==> src/rtl/score_pkg.sv <==
// Shared BCD types and helpers for the score tracker.
package score_pkg;
  typedef logic [3:0] bcd_digit_t;

  localparam bcd_digit_t BCD_NINE   = 4'd9;
  localparam int         MAX_DIGITS = 6;

  // Returns {carry_out, digit}.
  function automatic logic [4:0] bcd_inc(input bcd_digit_t d, input logic cin);
    if (!cin) return {1'b0, d};
    if (d == BCD_NINE) return {1'b1, 4'd0};
    return {1'b0, d + 4'd1};
  endfunction

  // Operands are zero-extended to MAX_DIGITS; compared digit-wise, MSD first.
  function automatic logic bcd_gt(input logic [MAX_DIGITS*4-1:0] a,
                                  input logic [MAX_DIGITS*4-1:0] b);
    for (int i = MAX_DIGITS - 1; i >= 0; i--) begin
      if (a[i*4 +: 4] != b[i*4 +: 4]) return a[i*4 +: 4] > b[i*4 +: 4];
    end
    return 1'b0;
  endfunction
endpackage

==> src/rtl/bcd_channel_counter.sv <==
// One player's BCD score: rising-edge detect, clear/freeze priority, ripple increment.
module bcd_channel_counter
  import score_pkg::*;
#(
  parameter int DIGITS   = 3,
  parameter bit SATURATE = 1'b1
) (
  input  logic                Clock,
  input  logic                Reset,
  input  logic                inc,
  input  logic                clear,
  input  logic                freeze,
  output logic [DIGITS*4-1:0] score,
  output logic                overflow
);
  localparam int W = DIGITS * 4;

  logic         inc_prev_q, inc_prev_d;
  logic [W-1:0] score_q, score_d;
  logic         overflow_q, overflow_d;
  logic [W-1:0] score_inc;
  logic         all_nines;
  logic         inc_edge;

  always_comb begin
    logic c;
    c         = 1'b1;
    score_inc = '0;
    all_nines = 1'b1;
    for (int i = 0; i < DIGITS; i++) begin
      {c, score_inc[i*4 +: 4]} = bcd_inc(score_q[i*4 +: 4], c);
      all_nines = all_nines & (score_q[i*4 +: 4] == BCD_NINE);
    end
  end

  always_comb begin
    inc_edge   = inc & ~inc_prev_q;
    inc_prev_d = inc;
    score_d    = score_q;
    overflow_d = 1'b0;
    // An edge blocked by clear or freeze is dropped, never deferred.
    if (clear) begin
      score_d = '0;
    end else if (!freeze && inc_edge) begin
      if (!all_nines) begin
        score_d = score_inc;
      end else if (!SATURATE) begin
        score_d    = '0;
        overflow_d = 1'b1;
      end
    end
  end

  always_ff @(posedge Clock) begin
    if (!Reset) begin
      inc_prev_q <= 1'b0;
      score_q    <= '0;
      overflow_q <= 1'b0;
    end else begin
      inc_prev_q <= inc_prev_d;
      score_q    <= score_d;
      overflow_q <= overflow_d;
    end
  end

  assign score    = score_q;
  assign overflow = overflow_q;
endmodule

==> src/rtl/score_tracker.sv <==
// Multi-channel BCD score counter with session high score, feeding the HEX display path.
module score_tracker
  import score_pkg::*;
#(
  parameter int NUM_CH   = 2,
  parameter int DIGITS   = 3,
  parameter bit SATURATE = 1'b1
) (
  input  logic                       Clock,
  input  logic                       Reset,
  input  logic [NUM_CH-1:0]          Inc,
  input  logic [NUM_CH-1:0]          Clear,
  input  logic                       Freeze,
  output logic [NUM_CH*DIGITS*4-1:0] Score,
  output logic [NUM_CH-1:0]          Overflow,
  output logic [DIGITS*4-1:0]        HighScore,
  output logic [$clog2(NUM_CH):0]    HighCh,
  output logic                       NewHigh
);
  localparam int W    = DIGITS * 4;
  localparam int CH_W = $clog2(NUM_CH) + 1;

  for (genvar g = 0; g < NUM_CH; g++) begin : g_ch
    bcd_channel_counter #(
      .DIGITS  (DIGITS),
      .SATURATE(SATURATE)
    ) u_ch (
      .Clock   (Clock),
      .Reset   (Reset),
      .inc     (Inc[g]),
      .clear   (Clear[g]),
      .freeze  (Freeze),
      .score   (Score[g*W +: W]),
      .overflow(Overflow[g])
    );
  end

  function automatic logic [MAX_DIGITS*4-1:0] widen(input logic [W-1:0] v);
    logic [MAX_DIGITS*4-1:0] r;
    r        = '0;
    r[W-1:0] = v;
    return r;
  endfunction

  logic [W-1:0]    high_score_q, high_score_d;
  logic [CH_W-1:0] high_ch_q, high_ch_d;
  logic            new_high_q, new_high_d;
  logic [W-1:0]    best_score;
  logic [CH_W-1:0] best_ch;

  always_comb begin
    best_score   = Score[W-1:0];
    best_ch      = '0;
    high_score_d = high_score_q;
    high_ch_d    = high_ch_q;
    new_high_d   = 1'b0;
    // Strict compare so a tie keeps the lowest channel index.
    for (int k = 1; k < NUM_CH; k++) begin
      if (bcd_gt(widen(Score[k*W +: W]), widen(best_score))) begin
        best_score = Score[k*W +: W];
        best_ch    = CH_W'(k);
      end
    end
    if (bcd_gt(widen(best_score), widen(high_score_q))) begin
      high_score_d = best_score;
      high_ch_d    = best_ch;
      new_high_d   = 1'b1;
    end
  end

  always_ff @(posedge Clock) begin
    if (!Reset) begin
      high_score_q <= '0;
      high_ch_q    <= '0;
      new_high_q   <= 1'b0;
    end else begin
      high_score_q <= high_score_d;
      high_ch_q    <= high_ch_d;
      new_high_q   <= new_high_d;
    end
  end

  assign HighScore = high_score_q;
  assign HighCh    = high_ch_q;
  assign NewHigh   = new_high_q;
endmodule
==> config.mk <==
export PLATFORM = sky130hd
export DESIGN_NAME = score_tracker
export DESIGN_NICKNAME = d
export VERILOG_FILES = /design/src/rtl/score_pkg.sv /design/src/rtl/bcd_channel_counter.sv /design/src/rtl/score_tracker.sv
export SDC_FILE = /design/constraint.sdc
export NUM_CORES = 1
export LEC_CHECK = 0
export ABC_AREA = 1
export CORE_UTILIZATION = 50
export CTS_BUF_LIST = sky130_fd_sc_hd__clkbuf_16
export CTS_CLUSTER_DIAMETER = 60
export DETAILED_ROUTE_END_ITERATION = 10
export GPL_TIMING_DRIVEN = 0
export PLACE_DENSITY = 0.79
export SLEW_MARGIN = 10
export SYNTH_ARGS = -nofsm -noshare
export SYNTH_HDL_FRONTEND = slang
export SYNTH_SLANG_ARGS = --single-unit
==> constraint.sdc <==
create_clock -name Clock -period 3.15 [get_ports Clock]
set_input_delay 0.315 -clock Clock [delete_from_list [all_inputs] [get_ports Clock]]
set_output_delay 0.315 -clock Clock [all_outputs]
set_load 0.02 [all_outputs]
# Word-level counts from Yosys, hierarchy flattened
# Index checks and enable logic that the tools add are counted.
# Widths: inputs -> output; s select.
word_totals:
  ff_bits: 41
  input_bits: 7
  output_inout_bits: 41
classes:
  add_sub_neg: 6
  n_lt_le_gt_ge: 6
  eq_ne: 12
  muxes: 59
  n_bitwise: 11
  n_reduce_logical: 7
op_table:
  columns: ["operator", "n"]
  rows:
  - ["$mux 5", 12]
  - ["$mux 1", 38]
  - ["$mux 4", 8]
  - ["$add 4x1->4 const B", 6]
  - ["$eq 4x4->1 const B", 6]
  - ["$gt 4x4->1", 6]
  - ["$ne 4x4->1", 6]
  - ["$mux 12", 1]
  - ["$and 1x1->1", 6]
  - ["$not 1->1", 5]
  - ["$reduce_and 2->1", 2]
  - ["$reduce_or 2->1", 2]
  - ["$logic_and 1x1->1", 2]
  - ["$logic_not 1->1", 1]

# Logic depth before layout (Yosys ltp)
# Gate-level depths: netlist of the first run.
logic_depth:
  word_depth: 16
  ltp_mapped: 27

# Modules after synthesis
# From an unflattened synthesis of the first run, not the netlist that was laid out.
hier_totals:
  hier_cells: 468
  hier_area_um2: 3098.0
by_module_without_submodules:
  columns: ["mod", "instances", "cells_per_inst", "area_per_inst_um2"]
  rows:
  - ["score_tracker", 1, 229, 1446.4]
  - ["bcd_channel_counter (g_ch[0].u_ch)", 1, 122, 843.3]
  - ["bcd_channel_counter (g_ch[1].u_ch)", 1, 117, 808.3]

# Least setup slack after synthesis of the first run
# No wires, ideal clock.
synth_path:
  path_kind: "reg2reg"
  start: "register g_ch[0].u_ch.score_q[7]"
  end: "register high_score_q[6], in the netlist HighScore[6]"
  setup_time_ps: 109
  arrival_time_ps: 2815
  slack_ps: 226
  path_stages_with_launch: 24
  period_less_slack_ps: 2924
  cell_sequence: "dfxtp_1 > inv_1 > ha_1 > nand2_1 > inv_2 > nand3_1 > nor2_1 > nand2_1 > nand3_1 > nand2_1 > buf_2 > nand2_1 > and2_1 > ha_1 > nand2_1 > nor2_1 > inv_1 > o211ai_1 > nand2_1 > inv_2 > buf_4 > nand3_1 > nand2_1 > inv_1"
synth_via:
  elab_chain_cells: 14
  elab_cells_between_ends: 33
synth_lines:
  columns: ["item", "line_no", "rtl"]
  rows:
  - ["from (decl)", "bcd_channel_counter.sv:19", "logic [W-1:0] score_q, score_d;"]
  - ["from (signal assigned)", "bcd_channel_counter.sv:61", "score_q <= score_d;"]
  - ["$gt 4x4->1 or $ne 4x4->1 (tied branches)", "score_pkg.sv:19", "if (a[i*4 +: 4] != b[i*4 +: 4]) return a[i*4 +: 4] > b[i*4 +: 4];"]
  - ["$mux 1", "score_pkg.sv:19", null]
  - ["$mux 1 (on tied branches)", "score_pkg.sv:19, score_pkg.sv:18", null]
  - ["$mux 1 (2 in a row)", "score_pkg.sv:18", "for (int i = MAX_DIGITS - 1; i >= 0; i--) begin"]
  - ["$mux 1", "score_pkg.sv:21", "return 1'b0;"]
  - ["$mux 12 *", "score_tracker.sv:59", "if (bcd_gt(widen(Score[k*W +: W]), widen(best_score))) begin"]
  - ["$gt 4x4->1 or $ne 4x4->1 (tied branches)", "score_pkg.sv:19", null]
  - ["$mux 1 (3 in a row)", "score_pkg.sv:19", null]
  - ["$mux 1 (2 in a row)", "score_pkg.sv:18", null]
  - ["$mux 1", "score_pkg.sv:21", null]
  - ["to (signal assigned)", "score_tracker.sv:77", "high_score_q <= high_score_d;"]
  - ["to (decl)", "score_tracker.sv:45", "logic [W-1:0] high_score_q, high_score_d;"]
# Every way passes the cells marked *; elsewhere a longest branch is shown, timed or not. The select of a mux whose other input is x is not followed.
# A chain may end at the register's enable or synchronous reset.

# Final worst setup path of the first run
layout_path:
  start: "register g_ch[0].u_ch.score_q[1]"
  end: "register high_score_q[8], in the netlist HighScore[8]"
layout_via:
  elab_chain_cells: 13
  elab_cells_between_ends: 29
layout_lines:
  columns: ["item", "line_no"]
  rows:
  - ["$gt 4x4->1 or $ne 4x4->1 (tied branches)", "score_pkg.sv:19"]
  - ["$mux 1", "score_pkg.sv:19"]
  - ["$mux 1 (2 in a row)", "score_pkg.sv:18"]
  - ["$mux 1", "score_pkg.sv:21"]
  - ["$mux 12 *", "score_tracker.sv:59"]
  - ["$gt 4x4->1 or $ne 4x4->1 (tied branches)", "score_pkg.sv:19"]
  - ["$mux 1 (3 in a row)", "score_pkg.sv:19"]
  - ["$mux 1 (2 in a row)", "score_pkg.sv:18"]
  - ["$mux 1", "score_pkg.sv:21"]
# Marked as above.

==> results of run 1 <==
-- path summary, 6_finish.rpt --
| path | startpoint | endpoint | slack (ns) |
|---|---|---|---|
| worst max-delay path | g_ch[0].u_ch.score[1] | HighScore[8] | 0.17 |
| worst min-delay path | g_ch[0].u_ch.score[3] | g_ch[0].u_ch.score[3] | 0.52 |
| worst max register to register | g_ch[0].u_ch.score[1] | HighScore[8] | 0.17 |
| worst min register to register | g_ch[0].u_ch.score[3] | g_ch[0].u_ch.score[3] | 0.52 |
-- where the power goes --
group / total, mW / switching, mW / leakage, nW / internal, mW
registers: 0.590 / 0.0281 / 0.337 / 0.561
logic: 0.885 / 0.489 / 1.37 / 0.395
clock network: 0.508 / 0.216 / 0.0736 / 0.292
-- state kept, by name (all words and copies together), names as in the netlist --
name                  flops
HighScore                12
NewHigh                   1
g_ch.u_ch.score          24
g_ch.u_ch.inc_prev_q      2
HighCh                    1
-- cells by family after synthesis --
family	count (synthesis)	share of synthesized area, %
adder cells (fa/ha/maj)	28	12.4
XOR/XNOR	6	1.86
AND/OR/NAND/NOR	192	35.1
buffers and inverters	84	11.9
AO/OA/AOI/OAI	54	10.3
flip-flops	40	28.3
other	1	0.133
-- cells in the final DEF, fill, tap and decap left out, drive strengths merged --
cell type,count
and3,1
ha,28
clkdlybuf4s50,44
nor3,2
nand3b,1
xor2,6
clkbuf,7
inv,74
nor3b,1
nand2,104
or2,1
o22ai,1
and2,3
o211ai,2
o21ai,11
a21oi,40
nand3,43
conb,3
clkinv,4
nand4,2
dfxtp,40
buf,11
nor2,34
-- timing repair --
item                       in CTS  in global routing
setup buffers                   0                  4
setup endpoints to repair      10                 14
resized for setup              11                 28
hold buffers                    0                  0
-- worst min-delay path: stages, from the launching register on --
cell and delay (ns):
dfxtp_4 0.36, nand2_1 0.07, a21oi_1 0.06
-- layer usage --
metal  global-route usage, %  vias to the layer above
met2                    41.2                       67
met3                    3.93                       10
met1                    25.7                     1223
met5                       0                        -
li1                        -                     1392
met4                    7.92                        0
-- per-stage QoR --
step	utilization (%)	setup TNS [ns]	cell area (sq um)	instances
after floorplan	-	0	2840	407
after global placement	61.5	-0.246	3370	523
after detailed placement	61.5	-0.780	3370	523
after CTS	64.4	0	3530	531
after global routing	66.1	-0.0396	3620	535
final	66.1	0	3620	535
-- layout make-up --
class | instances | share of cell area [%]
plain buffers | 9 | 2.18
clock buffers | 5 | 3.46
clock inverters | 3 | 0.519
inverters | 75 | 7.78
multi-input cells | 283 | 47.4
flip-flops and latches | 40 | 23.1
well taps | 72 | 2.49
repair buffers | 48 | 13.0
==> impl_metrics.csv, run 1 <==
group,metric,value,unit
status,status,"finished, final reports clean",
global_route,grt.overflow.total,0,
floorplanning,die_area,0.00596,sq mm
floorplanning,dieHeight,77.2,microns
clock_tree,htreeDepth,2,
critical_path,path_class,"reg2reg",
cells_and_area,syn_to_final_growth,27.9,%
hold_path,hold_depth,2,
sta,max_freq,336,MHz
power,fin_total_pwr,1.98,mW
synthesis,async_reset_ff_share,0,%
power,p_per_area,548,mW/mm^2
floorplanning,start_util,51.7,%
critical_path,path_cells,"inv_1, ha_1, nand2_1, nand2_1, nand2_1, nand2_1, nand2_1, nand3_2, nand2_2, buf_6, nand2_1, and2_1, ha_1, nand2_1, nor2_1, inv_1, o211ai_1, nand2_2, inv_2, buf_6, nand3_1, nand2_1, inv_1",
cells_and_area,drive_above_1_share,18.8,%
synthesis,avgSynthCellArea,6.99,sq um
power,peakVddDrop,0.289,mV
global_route,antenna_found_initial,0,
routing,antenna_left,0,
placement,post-dp-hpwl,4970,microns
sta,finalWorstSetupSlack,0.173,ns
synthesis,synth_top_area_share,28.3,%
routing,vias,2692,
synthesis,ys_ff_latch,40,
clock_tree,cts-root-buf,"clkbuf_16",
routing,drt-pass1-iter-count,4,
clock_tree,clock_path_buffers,2,
critical_path,cp.buffers_inverters,6,
global_route,grt_pass1_vias,2461,
clock_tree,cts_sinks,40,
sta,maxSlewViolCount,0,
placement,dp_slack,-0.102,ns
critical_path,cpPeakStageDelay,0.38,ns
critical_path,cp.required,3.34,ns
routing,wl_met2,3420,microns
routing,dr.max_layer_used,"met4",
sta,setup_viol,0,
cells_and_area,n_fill_cell,481,
floorplanning,ioPinCount,48,
critical_path,cp_top_family,"simple AND/OR/NAND/NOR gates",
synthesis,synth_edf_count,0,
routing,drc,0,
routing,avgViaCountPerCell,5.03,
critical_path,worstSetupEndpointType,"flop",
routing,met1_length,2740,microns
clock_tree,cts_buffers,5,
sta,clock_skew,0.00707,ns
sta,hold_slack,0.520,ns
synthesis,synth_warnings,0,
critical_path,startpoint_type,"flop",
cells_and_area,multi_input_area,0.00172,sq mm
sta,finalHoldViolations,0,
routing,wl_per_cell,12.3,microns
synthesis,yosysMostFrequentCell,"nand2_1",
synthesis,synthTopCellsByCount,"nand2_1, inv_1, nand3_1",
hold_path,hp-class,"reg2reg",
critical_path,crit_top_cell,"nand2_1",
critical_path,reg2reg_depth,23,
synthesis,yosysSeqAreaShare,28.3,%
run,drv_cap,0,
clock_tree,clkTransAtPathRegs,0.06,ns
sta,fin_crit,2.98,ns
floorplanning,coreArea,0.00547,sq mm
critical_path,cp_slowest_cell,"dfxtp_4",
global_route,grt_max_degree,14,
sta,min_period_over_period,94.5,%
clock_tree,cts_tree,"yes",
synthesis,ys_types,35,
floorplanning,fp.dieW,77.2,microns
routing,wl_met3,327,microns
placement,portBuffers,44,
critical_path,cp.depth,23,
synthesis,synth_area_leaders,"dfxtp_1, nand2_1, ha_1, inv_1, nand3_1",
floorplanning,fp-row-count,27,
synthesis,syn_area,0.00283,sq mm
synthesis,yosysTopAreaCell,"dfxtp_1",
critical_path,cp.arrival,3.17,ns
routing,drtIter0Drc,124,
clock_tree,clkLatencyLatePin,0.29,ns
routing,postRouteWirelength,6590,microns
placement,globalplace.congestion,0.854,
global_route,grt_pass1_wl,10700,microns
cells_and_area,regArea,837,sq um
synthesis,synthCells,405,
synthesis,synth_top_flop_cell,"dfxtp_1",
critical_path,path_max_fanout,10,
cells_and_area,n_antenna_cell,0,
cells_and_area,nNetsFinal,497,
power,p_leak,1.78,nW
global_route,gr-usage-all-layers,22.4,%
(Power assumes the default switching activity.)
==> run 2, diff against run 1 <==
- CORE_ASPECT_RATIO: unset -> 1.1
- CORE_MARGIN: unset -> 8
==> impl_metrics.csv, run 2 (synthesized netlist as in run 1, its figures left out) <==
group,metric,value,unit
power,fin_total_pwr,2.01,mW
cells_and_area,final_common_cell,"nand2_1",
global_route,grt_max_degree,13,
cells_and_area,final_area,0.00367,sq mm
global_route,grt.overflow.total,0,
cells_and_area,final_cell_mix,"nand2_1, inv_1, clkdlybuf4s50_1",
cells_and_area,syn_to_final_growth,29.9,%
power,p_leak,1.80,nW
cells_and_area,nNetsFinal,500,
critical_path,startpoint_type,"flop",
placement,place_inst,526,
clock_tree,cts_sinks,40,
clock_tree,clkLatencyLatePin,0.28,ns
clock_tree,cts_buffers,5,
routing,postRouteWirelength,6710,microns
cells_and_area,n_antenna_cell,0,
clock_tree,clock_path_buffers,2,
routing,met1_length,2780,microns
global_route,grt_pass1_wl,10900,microns
cells_and_area,drive_above_1_share,19.1,%
critical_path,cp.required,3.38,ns
floorplanning,fp-row-count,28,
global_route,grt_pass1_vias,2569,
clock_tree,cts-root-buf,"clkbuf_16",
sta,min_period_over_period,94.8,%
sta,finalHoldViolations,0,
routing,avgViaCountPerCell,4.98,
routing,wl_met2,3490,microns
clock_tree,htreeDepth,2,
power,peakVddDrop,0.296,mV
routing,dr.max_layer_used,"met4",
floorplanning,start_util,52.1,%
placement,globalplace.congestion,0.906,
sta,fin_crit,2.99,ns
floorplanning,dieHeight,94.9,microns
floorplanning,die_area,0.00832,sq mm
cells_and_area,fin_cells,541,
routing,wl_met3,318,microns
cells_and_area,largest_reg_flops,24,
routing,drt-pass1-iter-count,5,
clock_tree,cts_tree,"yes",
critical_path,cp.arrival,3.21,ns
clock_tree,clkTransAtPathRegs,0.06,ns
sta,clock_skew,0.00369,ns
routing,vias,2695,
placement,dpl-instance-area,0.00337,sq mm
routing,drtIter0Drc,118,
global_route,gr-usage-all-layers,16.2,%
floorplanning,coreArea,0.00543,sq mm
global_route,antenna_found_initial,0,
hold_path,hp-class,"reg2reg",
sta,tns,0,ns
floorplanning,fp.dieW,87.7,microns
sta,maxSlewViolCount,0,
critical_path,worstSetupEndpointType,"flop",
routing,wl_per_cell,12.4,microns
run,drv_cap,0,
routing,antenna_left,0,
sta,setup_viol,0,
status,status,"finished, final reports clean",
cells_and_area,fin_util,67.6,%
floorplanning,ioPinCount,48,
sta,max_freq,335,MHz
placement,portBuffers,44,
critical_path,path_max_fanout,6,
routing,drc,0,
critical_path,path_class,"reg2reg",
placement,post-dp-hpwl,5250,microns
power,p_per_area,546,mW/mm^2
-- run 2: cell count changes in the layout (fill, tap and decap cells not counted), sizes merged --
cell      before  now
buf           11   15
clkbuf         7    6
clkinv         4    2
clkinvlp       0    1
inv           74   75
-- run 2: repair_timing --
| item | 4_1_cts | 5_1_grt |
|---|---|---|
| gates resized for setup | 13 | 32 |
| cloned | 0 | 1 |
| endpoints found under the setup margin | 14 | 14 |
| pin swaps | 0 | 7 |
| buffers inserted | 0 | 6 |
| hold buffers | 0 | 0 |
-- run 2: area by class of cell --
type | count | area, sq um
clock buffers | 5 | 125
plain buffers | 9 | 78.8
inverters | 75 | 282
fillers | 458 | 1760
repair buffers | 51 | 493
flip-flops and latches | 40 | 836
well taps | 75 | 93.8
multi-input cells | 283 | 1750
clock inverters | 3 | 15.0
-- run 2: per-stage QoR --
stage | hold WS, ns | setup WS [ns]
global placement | 0.518 | -0.0574
floorplan | 0.408 | 0.226
detailed placement | 0.529 | -0.195
finish | 0.512 | 0.162
global route | 0.538 | -0.0616
CTS | 0.503 | 0.00404
-- run 2: layer usage --
metal	global-route usage [%]	vias up
li1	-	1400
met1	18.1	1215
met2	29.2	66
met3	3.04	14
met4	6.74	0
met5	0	-
-- run 2: worst max-delay path, stage by stage (launching register included) --
cell	delay [ns]
dfxtp_2	0.39
inv_1	0.06
ha_1	0.31
nand2_1	0.15
nor2_4	0.06
inv_1	0.06
o211ai_2	0.16
nand2_4	0.14
buf_4	0.14
nand2_1	0.06
and2_1	0.15
ha_1	0.27
nand2_1	0.06
nor2_2	0.12
inv_1	0.06
o211ai_1	0.11
nand2_2	0.12
buf_4	0.16
buf_4	0.12
a21oi_1	0.11
nand2_1	0.06
inv_1	0.05
-- run 2: final timing paths --
kind | startpoint | end | slack [ns] | cells after the start
min | g_ch[0].u_ch.score[3] | g_ch[0].u_ch.score[3] | 0.51 | 2
max | g_ch[0].u_ch.score[11] | HighScore[3] | 0.16 | 21
min reg2reg | g_ch[0].u_ch.score[3] | g_ch[0].u_ch.score[3] | 0.51 | 2
max reg2reg | g_ch[0].u_ch.score[11] | HighScore[3] | 0.16 | 21
-- run 2: where the power goes --
part	switching, mW	leakage, nW	internal (mW)	total (mW)
Combinational	0.501	1.40	0.434	0.935
Clock	0.195	0.0687	0.287	0.482
Sequential	0.0274	0.336	0.562	0.589
==> run 3, diff against run 2 <==
- PLACE_DENSITY: 0.79 -> 0.78
- SYNTH_HIERARCHICAL: unset -> 1
==> impl_metrics.csv, run 3 <==
group,metric,value,unit
floorplanning,coreArea,0.00608,sq mm
cells_and_area,syn_to_final_growth,25.1,%
power,p_leak,1.91,nW
routing,drc,0,
synthesis,yosysMostFrequentCell,"nand2_1",
synthesis,avgSynthCellArea,6.62,sq um
critical_path,path_class,"reg2reg",
routing,vias,3001,
routing,antenna_left,0,
clock_tree,postCtsHoldBufs,0,
clock_tree,clkLatencyLatePin,0.28,ns
global_route,grt_max_degree,12,
cells_and_area,fin_cells,606,
hold_path,hp-start,"HighCh[0]",
routing,drtIter0Drc,204,
global_route,grt_pass1_wl,12900,microns
placement,post-dp-hpwl,5830,microns
synthesis,synth_warnings,6,
global_route,antenna_found_initial,0,
synthesis,synth_top_area_share,25.8,%
synthesis,synth_area_leaders,"dfxtp_1, nand2_1, ha_1, inv_1, nand3_1",
global_route,grt.overflow.total,0,
synthesis,ys_types,29,
sta,finalWorstSetupSlack,0.257,ns
sta,fin_crit,2.89,ns
synthesis,async_reset_ff_share,0,%
cells_and_area,final_common_cell,"nand2_1",
clock_tree,cts_tree,"yes",
synthesis,synth_top_flop_cell,"dfxtp_1",
synthesis,ys_ff_latch,40,
cells_and_area,largest_reg_flops,24,
global_route,gr-usage-all-layers,17.0,%
power,p_per_area,497,mW/mm^2
placement,globalplace.congestion,0.841,
hold_path,hp-class,"reg2reg",
clock_tree,cts_sinks,40,
cells_and_area,nNetsFinal,561,
synthesis,synth_nets,503,
synthesis,yosysSeqAreaShare,25.8,%
placement,dp_slack,0.0189,ns
critical_path,path_max_fanout,10,
critical_path,cp.required,3.33,ns
clock_tree,cts_buffers,5,
floorplanning,dieHeight,98.6,microns
synthesis,synthCells,468,
placement,place_inst,592,
critical_path,startpoint_type,"flop",
floorplanning,fp-row-count,30,
placement,portBuffers,44,
floorplanning,fp.dieW,91.1,microns
critical_path,worstSetupEndpointType,"flop",
synthesis,yosysTopAreaCell,"dfxtp_1",
sta,setup_viol,0,
critical_path,setup.worst_path.start,"g_ch[0].u_ch/score[3]",
sta,finalHoldViolations,0,
routing,drt-pass1-iter-count,4,
power,peakVddDrop,0.319,mV
critical_path,cp.arrival,3.07,ns
sta,maxSlewViolCount,0,
routing,wl_per_cell,12.4,microns
synthesis,syn_area,0.00310,sq mm
placement,dpl-instance-area,0.00364,sq mm
clock_tree,htreeDepth,2,
floorplanning,ioPinCount,48,
cells_and_area,n_antenna_cell,0,
clock_tree,cts-root-buf,"clkbuf_16",
global_route,grt_pass1_vias,2962,
sta,max_freq,346,MHz
floorplanning,start_util,50.9,%
clock_tree,clkTransAtPathRegs,0.06,ns
synthesis,synthTopCellsByCount,"nand2_1, inv_1, dfxtp_1",
routing,avgViaCountPerCell,4.95,
status,status,"finished, final reports clean",
clock_tree,clock_path_buffers,2,
floorplanning,die_area,0.00897,sq mm
run,drv_cap,0,
sta,clock_skew,0.00549,ns
routing,postRouteWirelength,7530,microns
cells_and_area,drive_above_1_share,16.5,%
synthesis,synth_edf_count,0,
cells_and_area,final_cell_mix,"nand2_1, inv_1, clkdlybuf4s50_1",
critical_path,rr_startpoint,"g_ch[0].u_ch/score[3]",
sta,min_period_over_period,91.9,%
cells_and_area,final_area,0.00387,sq mm
-- run 3: cell count changes after synthesis, moves of 5 or more --
cell     before  now
nor2_4        6    1
nand2_2       3    8
nand4_1       1   14
nor2_1       17   34
nand2_1      96  121
inv_1        63   83
-- run 3: path summary, 6_finish.rpt --
check / slack, ns / end / cells after the start
worst max-delay path: 0.26 / HighScore[9] / 24
worst min-delay path: 0.50 / HighCh[0] / 2
worst max register to register: 0.26 / HighScore[9] / 24
worst min register to register: 0.50 / HighCh[0] / 2
-- run 3: final cells by class --
class	instances	area [sq um]
fillers	559	2210
multi-input cells	322	1850
flip-flops and latches	40	851
repair buffers	51	493
inverters	93	352
clock buffers	5	125
well taps	80	100
plain buffers	13	97.6
clock inverters	2	8.76
-- run 3: layer usage --
metal	GRT usage, %	routed length [microns]	vias to the layer above
met5	0	0	-
li1	-	-	1573
met3	3.50	368	12
met2	31.0	3880	65
met4	8.07	138	0
met1	18.3	3130	1351
-- run 3: worst max-delay path, cell delays in order (launching register included) --
cell and delay, ns:
dfxtp_4 0.38, inv_1 0.06, ha_1 0.31, nand2_1 0.08, nor2_1 0.05, nor2_1 0.09
nand2_1 0.06, nand3_2 0.09, nand2_2 0.08, buf_6 0.15, nand2_1 0.08, nand2_1 0.07
ha_1 0.30, nand2_1 0.07, inv_2 0.05, nand3_1 0.10, nor2_1 0.11, nand2_1 0.08
nand3_2 0.08, nand2_4 0.08, inv_4 0.08, buf_6 0.13, nand3_1 0.09, nand2_1 0.06
inv_1 0.03
-- run 3: kinds of logic after synthesis --
logic type / after synthesis / share of synthesized area, %
fa+ha+maj: 28 / 11.3
flops: 40 / 25.8
compound gates: 46 / 7.92
buf+inv: 106 / 14.5
other cells: 3 / 0.363
simple gates: 241 / 38.9
xor+xnor: 4 / 1.13
-- run 3: power breakdown --
group / internal, mW / leakage [nW] / switching, mW
sequential: 0.559 / 0.339 / 0.0296
combinational: 0.371 / 1.50 / 0.488
clock: 0.285 / 0.0709 / 0.193
-- run 3: through the flow --
step / hold slack (ns) / total power, mW / utilization, % / TNS [ns]
2_1_floorplan: 0.408 / 1.24 / - / 0
3_3_place_gp: 0.479 / 1.45 / 59.8 / 0
3_5_place_dp: 0.498 / 1.47 / 59.8 / 0
4_1_cts: 0.506 / 1.95 / 62.0 / 0
5_1_grt: 0.543 / 2.08 / 63.7 / -0.0433
6_report: 0.499 / 1.92 / 63.7 / 0
-- run 3: repair_timing --
item	4_1_cts	5_1_grt
setup buffers	0	7
endpoints found under the setup margin	0	14
gates resized for setup	0	30
